### src/rtl/div_tick_feeder.sv
// div_tick_feeder: releases one buffered word per rising edge of divided (both edges when TICK_BOTH_EDGES_EN is defined)
module div_tick_feeder #(
  parameter int DATA_W = 16,
  parameter int DEPTH  = 8,
  parameter int ADDR_W = 3,
  parameter int UCNT_W = 8
) (
  input  logic              clk,
  input  logic              rst,
  input  logic              divided,
  input  logic [DATA_W-1:0] in_data,
  input  logic              in_valid,
  output logic              in_ready,
  output logic [DATA_W-1:0] out_data,
  output logic              out_valid,
  output logic [ADDR_W:0]   fifo_count,
  output logic [UCNT_W-1:0] underrun_cnt
);
  typedef enum logic [1:0] {EMPTY, HOLD, FULL} state_t;
  localparam logic [ADDR_W:0] CNT_FULL = (ADDR_W+1)'(DEPTH);
  state_t            state, state_nxt;
  logic              div_q, tick, wr, rd;
  logic [ADDR_W-1:0] wr_ptr, rd_ptr;
  logic [ADDR_W:0]   cnt_nxt;
  logic [DATA_W-1:0] mem [DEPTH];
`ifdef TICK_BOTH_EDGES_EN
  assign tick = divided ^ div_q;
`else
  assign tick = divided & ~div_q;
`endif
  assign in_ready = state != FULL;
  assign wr = in_valid & in_ready;
  assign rd = tick & (fifo_count != '0);
  // next occupancy and the status state it implies
  always_comb begin
    cnt_nxt = fifo_count + (ADDR_W+1)'(wr) - (ADDR_W+1)'(rd);
    state_nxt = cnt_nxt == '0 ? EMPTY : cnt_nxt == CNT_FULL ? FULL : HOLD;
  end
  // word storage, written only while out of reset
  always_ff @(posedge clk)
    if (wr && !rst) mem[wr_ptr] <= in_data;
  // pointers, occupancy, issue pulse and underrun tracking
  always_ff @(posedge clk) begin
    if (rst) begin
      div_q        <= 1'b1;
      state        <= EMPTY;
      fifo_count   <= '0;
      wr_ptr       <= '0;
      rd_ptr       <= '0;
      out_valid    <= 1'b0;
      out_data     <= '0;
      underrun_cnt <= '0;
    end else begin
      div_q      <= divided;
      state      <= state_nxt;
      fifo_count <= cnt_nxt;
      out_valid  <= rd;
      if (wr) wr_ptr <= wr_ptr + 1'b1;
      if (rd) begin
        rd_ptr   <= rd_ptr + 1'b1;
        out_data <= mem[rd_ptr];
      end
      if (tick && fifo_count == '0 && !(&underrun_cnt)) underrun_cnt <= underrun_cnt + 1'b1;
    end
  end
endmodule
### config.mk
export PLATFORM = sky130hd
export DESIGN_NAME = div_tick_feeder
export DESIGN_NICKNAME = d
export VERILOG_FILES = /design/src/rtl/div_tick_feeder.sv
export SDC_FILE = /design/constraint.sdc
export NUM_CORES = 1
export LEC_CHECK = 0
export ABC_AREA = 1
export CAP_MARGIN = 5
export CORE_UTILIZATION = 35
export CTS_CLUSTER_SIZE = 20
export DETAILED_ROUTE_END_ITERATION = 7
export PLACE_DENSITY_LB_ADDON = 0.05
export REMOVE_ABC_BUFFERS = 1
export SYNTH_ARGS = -nofsm -noshare
export SYNTH_HDL_FRONTEND = slang
export SYNTH_SLANG_ARGS = --single-unit
### constraint.sdc
create_clock -name clk -period 4.5 [get_ports clk]
set_clock_uncertainty 0.05 [all_clocks]
set_input_delay 0.9 -clock clk [delete_from_list [all_inputs] [get_ports clk]]
set_output_delay 0.9 -clock clk [all_outputs]
set_load 0.1 [all_outputs]
==> results of run 1 <==
[path summary, 6_finish.rpt]
path	endpoint	startpoint	slack (ns)
max	fifo_count[1]	fifo_count[1]	1.54
min	out_data[9]	out_data[9]	0.42
max reg2reg	state[0]	fifo_count[2]	2.00
min reg2reg	out_data[9]	out_data[9]	0.42
[per-layer routing]
layer	part of all wire, %	GRT usage, %	up-vias
met5	0	0	-
met4	1.6	6.27	0
met3	4.3	3.27	17
met2	48	28.4	100
met1	47	23.1	2300
li1	-	-	2398
[flip-flops by register name (all words and copies together) (netlist names)]
| register | flops |
|---|---|
| mem | 128 |
| out_data | 16 |
| underrun_cnt | 8 |
| fifo_count | 4 |
| rd_ptr | 3 |
| wr_ptr | 3 |
| state | 2 |
| div_q | 1 |
| out_valid | 1 |
[metrics by stage]
stage          cells  power (mW)  setup WS, ns  util, %
6_report        1043        3.89          1.54     42.9
5_1_grt         1043        4.07          1.46     42.9
4_1_cts         1043        3.93          1.51     42.9
3_5_place_dp    1012        2.52          1.23     40.0
3_3_place_gp    1012        2.51          1.22     40.0
2_1_floorplan    681        2.30          1.18        -
[power by group]
group | internal [mW] | switching [mW]
Combinational | 0.197 | 0.515
Sequential | 1.73 | 0.0355
Clock | 0.846 | 0.564
[final cells by class]
type                            count  area (µm²)  share of cell area (%)
Tap cell                          265         332                    3.94
Multi-Input combinational cell    388        1790                    21.3
Timing Repair Buffer               66         631                    7.50
Clock inverter                      2        8.76                   0.104
Inverter                          127         477                    5.67
Clock buffer                       29         564                    6.71
Sequential cell                   166        4610                    54.8
[logic make-up after synthesis]
group	synth area share, %
and+or+nand+nor	20.5
DFF	65.3
buffers and inverters	9.53
AOI/OAI and AO/OA	2.56
adders and majority gates	1.70
xor gates and xnor gates	0.373
[placed cells by master (no fill, tap or decap)]
| master | instances |
|---|---|
| nand3_2 | 2 |
| nor3b_1 | 1 |
| nand4_1 | 1 |
| edfxtp_1 | 128 |
| clkinv_1 | 2 |
| a31o_2 | 1 |
| nor2_1 | 20 |
| nor3_1 | 4 |
| inv_2 | 3 |
| o21ai_0 | 9 |
| fa_1 | 1 |
| a21oi_1 | 24 |
| nor3_2 | 4 |
| buf_12 | 1 |
| ha_1 | 8 |
| clkbuf_16 | 20 |
| or2_2 | 1 |
| nor2_2 | 1 |
| nand3_1 | 103 |
| clkbuf_1 | 6 |
| dfxtp_1 | 37 |
| nand2_1 | 203 |
| a31oi_1 | 1 |
| dfxtp_2 | 1 |
| inv_1 | 123 |
| clkbuf_8 | 3 |
| xor2_1 | 3 |
| buf_4 | 16 |
| nand3b_1 | 1 |
| clkdlybuf4s50_1 | 49 |
| clkinv_2 | 1 |
==> flow_summary.toml, run 1 <==
[run_status]
status = "complete, no violations"

[clock_tree]
cts_sinks = 166
root_buffer = "clkbuf_16"
cts.repair.resized = 0
cts_setup_buffers = 0
cts.clk_slew.worst_paths_ns = 0.06
numCtsBuffers = 17
clock_latency_ns = 0.42
cts.htree.levels = 4
cts_tree = "done"
cts_buffer_depth = 2
ctsHoldBuffers = 0

[min_path]
min_path_cells = 2
hp-class = "flop to flop"

[logic_synthesis]
yosysTopAreaCell = "edfxtp_1"
synthArstFlopShare_pct = 0
synth.area.top_cells = "edfxtp_1 55%, nand2_1 11%, dfxtp_1 11%"
synth.most_common_cell = "nand2_1"
synth-seq-cells = 166
yosys.area.top_type_share_pct = 54.5
synth_edf_count = 128
syn_avg_cell_area_um2 = 9.89
ys_types = 26
ys_seq_area_share_pct = 65.3
ys_top_cells_by_count = "203 x nand2_1, 128 x edfxtp_1, 123 x inv_1"
synth_top_flop_cell = "edfxtp_1"
synth_cells = 713
syn_area_um2 = 7050
ys_warn_count = 0

[sta]
fin_crit_sh_pct = 65.8
fin_crit_ns = 2.96
fin_tns_setup_ns = 0
worst-slew-pin-transition_ns = 1.25
finalSetupViolCount = 0
max_freq_mhz = 338
whs_ns = 0.417
grt_setup_unrepaired = "no"
hold_violations = 0
slew_headroom_pct = 16.6
slew_viol_final = 0

[worst_setup_path]
worstSetupStartpointType = "flop"
crit_buf_inv = 1
critPathRequiredTime_ns = 3.55
crit_cells = 1
cpMaxStageDelayCell = "clkdlybuf4s50_1"
path_delay_family = "buffers and inverters"
worstPathArrival_ns = 2.01
max_stage_delay_ns = 1.17
reg2reg_depth = 13
path_cells = "clkdlybuf4s50_1"
worstSetupEndpointType = "primary output"
setup.worst_path.class = "flop to primary output"
worstPathMaxFanout = 4

[run]
cap_violations = 0

[layout]
nFillCells = 1904
nets = 795
drive_above_1_share_pct = 6.94
finalInstanceArea_um2 = 8410
syn_to_final_growth_pct = 19.3
n_antenna_cell = 0

[floorplan]
io_pins = 50
rows = 51
core_region_area_um2 = 19600
die_w_um = 144
initial_utilization_pct = 36.0
die_h_um = 144
dieArea_um2 = 20700

[place]
gp_congestion = 0.731
dpl-instance-area_um2 = 7840
io_buffer_count = 49
dpl.hpwl_um = 9320

[global_route]
grt_pass1_wl_um = 26000
grt_pass1_vias = 4539
grt_use_total_pct = 17.4
grt_max_degree = 67
grt_overflow = 0
antenna_found_initial = 0

[detailed_routing]
drc_errors = 0
vias = 4815
antenna_left = 0
wire_per_inst_um = 15.8
wl_um = 16500
via_per_inst = 4.62
dr.pass1.iters = 4
drt_iter0_drc = 269

[power_and_ir_drop]
power.density_nw_per_um2 = 462
p_leak_nw = 3.42
max-vdd-ir-drop_v = 0.000266
No activity file was read; power rests on OpenSTA's default activity.
==> run 2, diff against run 1 <==
==> constraint.sdc (replaced) <==
create_clock -name clk -period 2.7 [get_ports clk]
set_clock_uncertainty 0.05 [all_clocks]
set_input_delay 0.54 -clock clk [delete_from_list [all_inputs] [get_ports clk]]
set_output_delay 0.54 -clock clk [all_outputs]
set_load 0.1 [all_outputs]
==> run 2 against run 1 <==
Count of clock-buffer cells in the layout decreased by 11. Flip-flop and latch count unchanged. Via count decreased by 1.1%. Global-route usage decreased by 0.60 points. Critical path depth increased by 12. Largest cell class unchanged.
==> flow_summary.toml, run 2 (synthesis results as in run 1) <==
[run_status]
status = "complete, no violations"

[detailed_routing]
wl_um = 16200
drc_errors = 0
via_per_inst = 4.52
wire_per_inst_um = 15.4
drt_iter0_drc = 256
dr.pass1.iters = 4
vias = 4763
antenna_left = 0

[floorplan]
die_w_um = 144
initial_utilization_pct = 36.0
dieArea_um2 = 20700
die_h_um = 144
rows = 51
core_region_area_um2 = 19600
io_pins = 50

[worst_setup_path]
worstSetupEndpointType = "flop"
path_cells = "inv_1, ha_1, nand3_2, nand3_2, inv_2, ha_1, inv_1, ha_1, inv_1, fa_1, xor2_1, nand3_1, nor2_1"
worstPathMaxFanout = 3
worstPathArrival_ns = 2.53
path_delay_family = "adder cells"
critPathRequiredTime_ns = 3.01
max_stage_delay_ns = 0.37
crit_buf_inv = 4
cpMaxStageDelayCell = "fa_1"
setup.worst_path.class = "flop to flop"
worstSetupStartpointType = "flop"

[power_and_ir_drop]
seqPwrFrac_pct = 44.4
switchingPower_mw = 1.90
combPwrFrac_pct = 17.8
p_leak_nw = 3.55
finalPower_mw = 6.64
power.density_nw_per_um2 = 787
max-vdd-ir-drop_v = 0.000470
swShare_pct = 28.6
p_int_mw = 4.74
clkPwrFrac_pct = 37.8

[layout]
top_register = "mem"
largest_reg_flops = 128
nets = 806
n_antenna_cell = 0
nFillCells = 1892
reg_top3 = "mem (128), out_data (16), underrun_cnt (8)"
drive_above_1_share_pct = 12.8
layout_common_cells = "203 x nand2_1, 128 x edfxtp_1, 123 x inv_1, 103 x nand3_1, 58 x buf_4"
syn_to_final_growth_pct = 19.8
finalInstanceArea_um2 = 8440
final_common_cell = "nand2_1"

[clock_tree]
root_buffer = "clkbuf_16"
cts.clk_slew.worst_paths_ns = 0.06
cts_buffer_depth = 2
cts_sinks = 166
cts_tree = "done"
cts.htree.levels = 4
cts.repair.resized = 0
ctsHoldBuffers = 0
numCtsBuffers = 17
cts_setup_buffers = 0
clock_latency_ns = 0.42

[global_route]
grt_use_total_pct = 16.8
grt_max_degree = 35
grt_overflow = 0
grt_pass1_wl_um = 24800
antenna_found_initial = 0
grt_pass1_vias = 4473

[sta]
grt_setup_unrepaired = "no"
fin_ws_ns = 0.477
fin_crit_sh_pct = 82.3
max_freq_mhz = 450
slew_headroom_pct = 50.8
hold_violations = 0
slew_viol_final = 0
worst-slew-pin-transition_ns = 0.734
fin_crit_ns = 2.22
finalSetupViolCount = 0

[place]
pre_cts_ws_ns = 0.0718
gp_congestion = 0.751
io_buffer_count = 49
dpl-instance-area_um2 = 7830
dpl.hpwl_um = 9810

[run]
cap_violations = 0

[min_path]
hp-class = "flop to flop"
run 2: layer usage:
layer  wire length, µm  GRT usage (%)  share of wire [%]  vias to the layer above
li1                  -              -                  -                     2424
met1              7730           21.7                 48                     2260
met2              7890           28.1                 49                       69
met3               449           3.90                2.8                       10
met4               132           4.87               0.81                        0
met5                 0              0                  0                        -
run 2: worst paths after layout:
check | start | to | slack, ns | cells past startpoint
max reg2reg | fifo_count[2] | state[1] | 0.48 | 13
min | out_data[14] | out_data[14] | 0.42 | 2
max | fifo_count[2] | state[1] | 0.48 | 13
min reg2reg | out_data[14] | out_data[14] | 0.42 | 2
run 2: worst min-delay path: stages, from the launching register on:
cell,delay [ns]
dfxtp_1,0.31
nand2_1,0.06
a21oi_1,0.06
run 2: cell type report:
| class | count | area (µm²) | share of cell area [%] |
|---|---|---|---|
| repair buffers | 77 | 626 | 7.41 |
| multi-input cells | 388 | 1790 | 21.2 |
| flip-flops and latches | 166 | 4610 | 54.5 |
| clock buffers | 18 | 429 | 5.08 |
| inverters | 127 | 477 | 5.65 |
| clock inverters | 13 | 183 | 2.16 |
| well taps | 265 | 332 | 3.93 |
run 2: power by group through the flow:
stage | clock (mW) | combinational (mW) | sequential, mW
2_1_floorplan | 0 | 0.498 | 3.33
3_3_place_gp | 0 | 1.18 | 3.00
3_5_place_dp | 0 | 1.19 | 3.00
4_1_cts | 2.58 | 1.20 | 2.95
5_1_grt | 2.68 | 1.30 | 2.96
6_report | 2.51 | 1.18 | 2.95
run 2: metrics by stage:
step | hold WS [ns] | cells | setup TNS, ns | utilization (%)
6_report | 0.418 | 1054 | 0 | 43.1
5_1_grt | 0.433 | 1054 | 0 | 43.1
4_1_cts | 0.416 | 1054 | 0 | 43.1
3_5_place_dp | 0.407 | 1023 | 0 | 40.0
3_3_place_gp | 0.407 | 1023 | 0 | 40.0
2_1_floorplan | 0.443 | 681 | -32.93 | -
